[config.mk]
export PLATFORM = sky130hd
export DESIGN_NAME = sdram_arbiter
export DESIGN_NICKNAME = d
export VERILOG_FILES = /design/src/rtl/sdram_arb_defs.sv /design/src/rtl/sdram_arb_grant.sv /design/src/rtl/sdram_arbiter.sv
export SDC_FILE = /design/constraint.sdc
export NUM_CORES = 1
export LEC_CHECK = 0
export ABC_AREA = 1
export BUFFER_PORTS_ARGS = -buffer_cell sky130_fd_sc_hd__buf_2
export CAP_MARGIN = 5
export CORE_ASPECT_RATIO = 1.75
export CORE_MARGIN = 4
export CORE_UTILIZATION = 45
export CTS_BUF_LIST = sky130_fd_sc_hd__clkbuf_4 sky130_fd_sc_hd__clkbuf_8
export DETAILED_ROUTE_END_ITERATION = 7
export PLACE_DENSITY_LB_ADDON = 0.08
export SKIP_CTS_REPAIR_TIMING = 1
export SYNTH_ARGS = -nofsm -noshare
export SYNTH_HDL_FRONTEND = slang
export SYNTH_SLANG_ARGS = --single-unit
export TNS_END_PERCENT = 50
[constraint.sdc]
create_clock -name clk -period 2.4 [get_ports clk]
set_clock_uncertainty 0.2 [all_clocks]
set_input_delay 0.36 -clock clk [delete_from_list [all_inputs] [get_ports clk]]
set_output_delay 0.36 -clock clk [all_outputs]
set_load 0.01 [all_outputs]
[src/rtl/sdram_arb_defs.sv]
`default_nettype none
// ============================================================================
//  Module   : sdram_arb_defs (package)
//  Purpose  : Shared encodings for the SDRAM host-port arbiter: FSM states,
//             requester port ids and the halfword-address helper.
//  Revision : 1.0 - initial release
// ============================================================================
package sdram_arb_defs;

    // FSM state encodings
    localparam int         c_STATE_W  = 3;
    localparam logic [2:0] c_ST_DRAIN = 3'd0;
    localparam logic [2:0] c_ST_IDLE  = 3'd1;
    localparam logic [2:0] c_ST_LO    = 3'd2;
    localparam logic [2:0] c_ST_HI    = 3'd3;
    localparam logic [2:0] c_ST_ACK   = 3'd4;

    // Requester port ids
    localparam logic c_PORT_I = 1'b0;
    localparam logic c_PORT_D = 1'b1;

    // Halfword address of the low (hi=0) or high (hi=1) half of a 32-bit word
    function automatic logic [30:0] f_half_addr(input logic [29:0] word_addr,
                                                input logic        hi);
        return {word_addr, hi};
    endfunction

endpackage
`default_nettype wire

[src/rtl/sdram_arb_grant.sv]
`default_nettype none
// ============================================================================
//  Module   : sdram_arb_grant
//  Purpose  : Chooses which CPU port is served next and remembers the port
//             of the most recent grant (which is also the port owning the
//             request currently in flight).
//  Config   : SDRAM_ARB_ROUND_ROBIN_EN - defined: round-robin on ties;
//             undefined: data port always wins ties.
//  Revision : 1.0 - initial release
// ============================================================================
module sdram_arb_grant
    import sdram_arb_defs::*;
(
    input  logic clk,
    input  logic rst,
    input  logic i_req_i,       // instruction port requesting
    input  logic i_req_d,       // data port requesting
    input  logic i_take,        // the current choice is being granted
    output logic o_valid,       // some port is requesting
    output logic o_port,        // port that would be granted now
    output logic o_last_grant   // port of the most recent grant
);

    logic r_last_grant_q;
    logic w_last_grant_d;

    // Pick a port from the live requests; remember it when it is taken
    always_comb begin
        o_valid = i_req_i | i_req_d;
`ifdef SDRAM_ARB_ROUND_ROBIN_EN
        if (i_req_i && i_req_d) begin
            o_port = (r_last_grant_q == c_PORT_I) ? c_PORT_D : c_PORT_I;
        end else begin
            o_port = i_req_d ? c_PORT_D : c_PORT_I;
        end
`else
        o_port = i_req_d ? c_PORT_D : c_PORT_I;
`endif
        w_last_grant_d = i_take ? o_port : r_last_grant_q;
    end

    // Last-grant register; resets to instruction so data wins the first tie
    always_ff @(posedge clk) begin
        if (rst) begin
            r_last_grant_q <= c_PORT_I;
        end else begin
            r_last_grant_q <= w_last_grant_d;
        end
    end

    assign o_last_grant = r_last_grant_q;

endmodule
`default_nettype wire

[src/rtl/sdram_arbiter.sv]
`default_nettype none
// ============================================================================
//  Module   : sdram_arbiter
//  Purpose  : Shares one 16-bit SDRAM controller host port between the CPU
//             instruction and data buses. Each 32-bit request is split into
//             up to two 16-bit accesses (low half first) and acknowledged
//             once with the assembled read data.
//  Config   : SDRAM_ARB_ROUND_ROBIN_EN selects round-robin arbitration
//             (see sdram_arb_grant); default is fixed data-port priority.
//  Revision : 1.0 - initial release
// ============================================================================
module sdram_arbiter
    import sdram_arb_defs::*;
#(
    parameter int DRAIN_CYCLES = 16
) (
    input  logic        clk,
    input  logic        rst,
    // instruction bus
    input  logic        i_access,
    input  logic [31:0] i_addr,
    input  logic [31:0] i_wdata,
    input  logic        i_wr_en,
    input  logic [3:0]  i_bytesel,
    output logic [31:0] i_data,
    output logic        i_ack,
    // data bus
    input  logic        d_access,
    input  logic [31:0] d_addr,
    input  logic [31:0] d_wdata,
    input  logic        d_wr_en,
    input  logic [3:0]  d_bytesel,
    output logic [31:0] d_data,
    output logic        d_ack,
    // SDRAM controller host port
    output logic [30:0] h_addr,
    output logic [15:0] h_wdata,
    input  logic [15:0] h_rdata,
    output logic        h_wr_en,
    output logic [1:0]  h_bytesel,
    input  logic        h_compl,
    input  logic        h_config_done
);

    localparam int                    c_DRAIN_W    = $clog2(DRAIN_CYCLES + 1);
    localparam logic [c_DRAIN_W-1:0]  c_DRAIN_LAST = c_DRAIN_W'(DRAIN_CYCLES - 1);

    logic [c_STATE_W-1:0] r_state_q,   w_state_d;
    logic [c_DRAIN_W-1:0] r_drain_q,   w_drain_d;
    logic [29:0]          r_addr_q,    w_addr_d;
    logic [31:0]          r_wdata_q,   w_wdata_d;
    logic                 r_wr_en_q,   w_wr_en_d;
    logic [3:0]           r_bytesel_q, w_bytesel_d;
    logic [31:0]          r_data_q,    w_data_d;
    logic [31:0]          r_i_data_q,  w_i_data_d;
    logic [31:0]          r_d_data_q,  w_d_data_d;

    logic w_grant_valid;
    logic w_grant_port;
    logic w_active_port;
    logic w_take;

    // Byte-lane bits of the CPU addresses have no meaning for halfword accesses
    logic w_unused_addr_bits;
    assign w_unused_addr_bits = &{1'b0, i_addr[1:0], d_addr[1:0]};

    sdram_arb_grant u_grant (
        .clk          (clk),
        .rst          (rst),
        .i_req_i      (i_access),
        .i_req_d      (d_access),
        .i_take       (w_take),
        .o_valid      (w_grant_valid),
        .o_port       (w_grant_port),
        .o_last_grant (w_active_port)
    );

    assign w_take = (r_state_q == c_ST_IDLE) && h_config_done && w_grant_valid;

    // Next-state, request latching and read-data assembly
    always_comb begin
        w_state_d   = r_state_q;
        w_drain_d   = r_drain_q;
        w_addr_d    = r_addr_q;
        w_wdata_d   = r_wdata_q;
        w_wr_en_d   = r_wr_en_q;
        w_bytesel_d = r_bytesel_q;
        w_data_d    = r_data_q;
        w_i_data_d  = r_i_data_q;
        w_d_data_d  = r_d_data_q;

        case (r_state_q)
            c_ST_DRAIN: begin
                // h_compl is deliberately ignored while a stale access drains
                if (r_drain_q == c_DRAIN_LAST) begin
                    w_state_d = c_ST_IDLE;
                end else begin
                    w_drain_d = r_drain_q + c_DRAIN_W'(1);
                end
            end
            c_ST_IDLE: begin
                if (w_take) begin
                    w_addr_d    = (w_grant_port == c_PORT_D) ? d_addr[31:2] : i_addr[31:2];
                    w_wdata_d   = (w_grant_port == c_PORT_D) ? d_wdata      : i_wdata;
                    w_wr_en_d   = (w_grant_port == c_PORT_D) ? d_wr_en      : i_wr_en;
                    w_bytesel_d = (w_grant_port == c_PORT_D) ? d_bytesel    : i_bytesel;
                    w_data_d    = 32'h0;
                    if (w_bytesel_d[1:0] != 2'b00) begin
                        w_state_d = c_ST_LO;
                    end else if (w_bytesel_d[3:2] != 2'b00) begin
                        w_state_d = c_ST_HI;
                    end else begin
                        w_state_d = c_ST_ACK;
                    end
                end
            end
            c_ST_LO: begin
                if (h_compl) begin
                    if (!r_wr_en_q) begin
                        w_data_d[15:0] = h_rdata;
                    end
                    w_state_d = (r_bytesel_q[3:2] != 2'b00) ? c_ST_HI : c_ST_ACK;
                end
            end
            c_ST_HI: begin
                if (h_compl) begin
                    if (!r_wr_en_q) begin
                        w_data_d[31:16] = h_rdata;
                    end
                    w_state_d = c_ST_ACK;
                end
            end
            c_ST_ACK: begin
                // Keep the returned word visible on the port until its next ack
                if (w_active_port == c_PORT_D) begin
                    w_d_data_d = r_data_q;
                end else begin
                    w_i_data_d = r_data_q;
                end
                w_state_d = c_ST_IDLE;
            end
            default: begin
                w_state_d = c_ST_DRAIN;
            end
        endcase
    end

    // State and datapath registers
    always_ff @(posedge clk) begin
        if (rst) begin
            r_state_q   <= c_ST_DRAIN;
            r_drain_q   <= '0;
            r_addr_q    <= '0;
            r_wdata_q   <= '0;
            r_wr_en_q   <= 1'b0;
            r_bytesel_q <= '0;
            r_data_q    <= '0;
            r_i_data_q  <= '0;
            r_d_data_q  <= '0;
        end else begin
            r_state_q   <= w_state_d;
            r_drain_q   <= w_drain_d;
            r_addr_q    <= w_addr_d;
            r_wdata_q   <= w_wdata_d;
            r_wr_en_q   <= w_wr_en_d;
            r_bytesel_q <= w_bytesel_d;
            r_data_q    <= w_data_d;
            r_i_data_q  <= w_i_data_d;
            r_d_data_q  <= w_d_data_d;
        end
    end

    // Host-port and CPU-port outputs decoded from state and latched request;
    // byte enables and write select stay low outside LO/HI so an idle
    // controller never drives the SDRAM data bus
    always_comb begin
        h_addr    = f_half_addr(r_addr_q, r_state_q == c_ST_HI);
        h_wdata   = (r_state_q == c_ST_HI) ? r_wdata_q[31:16] : r_wdata_q[15:0];
        h_bytesel = 2'b00;
        h_wr_en   = 1'b0;
        if (r_state_q == c_ST_LO) begin
            h_bytesel = r_bytesel_q[1:0];
            h_wr_en   = r_wr_en_q;
        end else if (r_state_q == c_ST_HI) begin
            h_bytesel = r_bytesel_q[3:2];
            h_wr_en   = r_wr_en_q;
        end
        i_ack  = (r_state_q == c_ST_ACK) && (w_active_port == c_PORT_I);
        d_ack  = (r_state_q == c_ST_ACK) && (w_active_port == c_PORT_D);
        i_data = i_ack ? r_data_q : r_i_data_q;
        d_data = d_ack ? r_data_q : r_d_data_q;
    end

endmodule
`default_nettype wire

==> run metrics <==
worst skew pair latency=470 ps; internal power=around 4.3 mW; buffers plus inverters on the worst setup path=4; post-layout min period=2440 ps; EDFF count, synth=0; starting density of the core=between 40% and 50%; RSZ-0062 raised after global routing=true; hpwl dp=15800 um; Worst-Margin Slew=974 ps; P_leak=roughly 5.6 nW; Slew Viols, Final=0; routability congestion estimate=0.811; crit share post-route=102%; VDD IR max=roughly 0.33 mV; placed instance count=1498; Netlist Area Pre-Place=7910 um^2; Async S/R FF share, synth=0%; pre-CTS setup slack=261 ps; Hold Path Class=in2reg; reg2reg start=r_state_q[0]; total negative slack=-233 ps; Sw Ratio=24.5%; worst path cell trace=nor2_4 > nand3_2 > clkinv_4 > buf_12 > or2_2 > inv_1 > a21oi_1 > buf_2; CP max stage delay=~370 ps; Slew HR=35.1%; sequential fraction of the synthesis area=roughly 44%; Synth area leader=dfxtp_1; Syn Area/Cell=7.46 um^2; crit path from=r_state_q[0]; first-pass GRT wire length=35500 um; CTS tree=built; top cell type's share of synthesized area=43.6%; Routed Antenna Nets=0; Setup Viol. Count Final=14; Mapped Nets=1222; clock slew at reported path FFs=100 ps; vias in the first global route=7278; initial drt markers=340; Max clock buf depth=2; Final Non-Filler Cells=1700; sequential share of power=approximately half; Layout area overhead=50.2%; Clk pwr share=between 40% and 50%; vias per cell=between 5 and 6; slowest CP cell=dfxtp_4; fill count=1405; DR vias=between 8000 and 9000; cell family with most CP delay=buffers and inverters; Startpoint Class=flip-flop; highest clock rate=410 MHz; max-cap viol count=0; cts bufs inserted=17; Final Hold Vio Count=1; CP Data Required Time=~1800 ps; register bit count reported by yosys=172; switching power=between 1 and 1.5 mW; Synth cell types=34; Warnings, synthesis=0; Die Span X=108 um; DR DRC count=0; Area contributors post-synth=dfxtp_1, nand2_1, a211oi_1; Min Hold Slack=-5.63 ps; count of input and output buffers=roughly 270; total grt overflow=0; std cell rows=63; Mapped Cells=1060; Total Power=5.66 mW; crit end category=primary output; worst endpoint data arrival time=between 1500 and 2000 ps; share of cells above drive strength 1=37.7%; Die Y=about 180 um; Final nets=~1600; failing checks=hold timing, setup timing; CTS sink cnt=172; io pins=276; CP Max Fanout=15; initial antenna violation count=1; largest net degree at the start of global routing=87; setup slack after layout=-41.1 ps; critical path type=reg2out; Comb pwr share=8.1%; H-tree levels=4; Pre-antenna DRT Iters=4; drt total wl=roughly 27000 um; Die Area=19800 um^2; status=finished with violations; Core ar.=17100 um^2; routed len/inst=16.1 um; GRT Util Overall=between 20% and 30%; top_reg_cell synth=dfxtp_1; Worst Hold Launch=i_wdata[10]; CTS root buffer=clkbuf_8; pwr/cell area=476 nW/um^2
-- state kept, by name (all words and copies together), names as in the netlist --
signal and count:
r_addr_q 30, r_bytesel_q 4, r_d_data_q 32, r_data_q 32, r_drain_q 5, r_i_data_q 32, r_state_q 3, r_wdata_q 32
r_wr_en_q 1, u_grant.o_last_grant 1
-- logic make-up (layout without fill, tap and decap cells) --
group | after synthesis | count (layout) | synth area share, %
buffers and inverters | 198 | 609 | 11.0
other | 0 | 2 | 0
and+or+nand+nor | 376 | 376 | 21.7
AOI/OAI and AO/OA | 312 | 312 | 23.4
adders and majority gates | 2 | 2 | 0.316
DFF | 172 | 172 | 43.6
-- final timing paths --
kind | cells past startpoint | slack [ps] | to
hold reg to reg | 2 | 260 | r_bytesel_q[0]
hold / removal | 3 | -6 | r_wdata_q[10]
setup reg to reg | 9 | 30 | r_addr_q[1]
setup / recovery | 8 | -40 | d_data[27]
-- worst register-to-register path: cells and delay by family, from the launching register on --
family	cells	cell delay, ps
AND/OR/NAND/NOR	3	380
AO/OA/AOI/OAI	2	320
flip-flops	1	380
buffers and inverters	4	1030
-- cell usage in the layout (no fill, tap or decap), types with 3 or more instances in the layout --
| cell type | Yosys | final |
|---|---|---|
| nor2_4 | 1 | 3 |
| a211oi_1 | 64 | 64 |
| dlygate4sd3_1 | 0 | 141 |
| clkinv_4 | 0 | 4 |
| dfxtp_1 | 172 | 169 |
| nand2_1 | 238 | 238 |
| bufinv_16 | 0 | 4 |
| inv_6 | 0 | 6 |
| o21ai_1 | 10 | 10 |
| nor2_1 | 28 | 28 |
| buf_12 | 0 | 9 |
| nand2_2 | 13 | 13 |
| a31oi_1 | 64 | 64 |
| or2_4 | 0 | 43 |
| clkbuf_8 | 3 | 17 |
| a21oi_1 | 95 | 58 |
| inv_2 | 9 | 63 |
| inv_1 | 107 | 51 |
| clkbuf_16 | 0 | 8 |
| a21oi_2 | 11 | 48 |
| buf_4 | 9 | 27 |
| buf_2 | 19 | 271 |
| o21ai_0 | 65 | 65 |
| nand4_1 | 18 | 18 |
| or2_2 | 64 | 21 |
-- metal layers --
layer / up-vias / wire [um] / track usage, %
met5: - / 0 / 0
met4: 0 / 872 / 7.53
met3: 63 / 1870 / 6.90
met2: 307 / 14500 / 40.0
met1: 3963 / 10100 / 24.6
li1: 4325 / - / -
-- power groups by stage --
stage | Clock [mW] | Combinational [mW] | Sequential [mW]
floorplan | 0 | 0.136 | 2.93
global placement | 0 | 0.307 | 2.93
detailed placement | 0 | 0.308 | 2.93
CTS | 2.37 | 0.308 | 2.86
global route | 2.49 | 0.502 | 2.86
finish | 2.34 | 0.459 | 2.86
-- synthesized netlist by cell type, drive strengths merged, types with 4 or more instances --
cell,count
a21oi,106
a31oi,64
nand4,18
o21ai,76
nor2,33
inv,118
or2,64
nand3,4
clkbuf,42
dfxtp,172
a211oi,64
nand2,253
buf,37
-- layout make-up --
type	count	area (um^2)	share of cell area [%]
timing repair buffer	458	3370	28.4
tap	227	284	2.39
clock inverter	14	203	1.71
multi-input combinational	690	3850	32.4
sequential	172	3450	29.1
inverter	119	465	3.92
clock buffer	18	241	2.03
antenna	2	5.00	0.0422
-- metrics by stage --
| stage | util, % | cell area, um^2 |
|---|---|---|
| global route | 69.4 | 11900 |
| global placement | 54.8 | 9370 |
| finish | 69.4 | 11900 |
| CTS | 57.4 | 9820 |
| floorplan | - | 7910 |
| detailed placement | 54.8 | 9370 |
(Power assumes the default switching activity.)
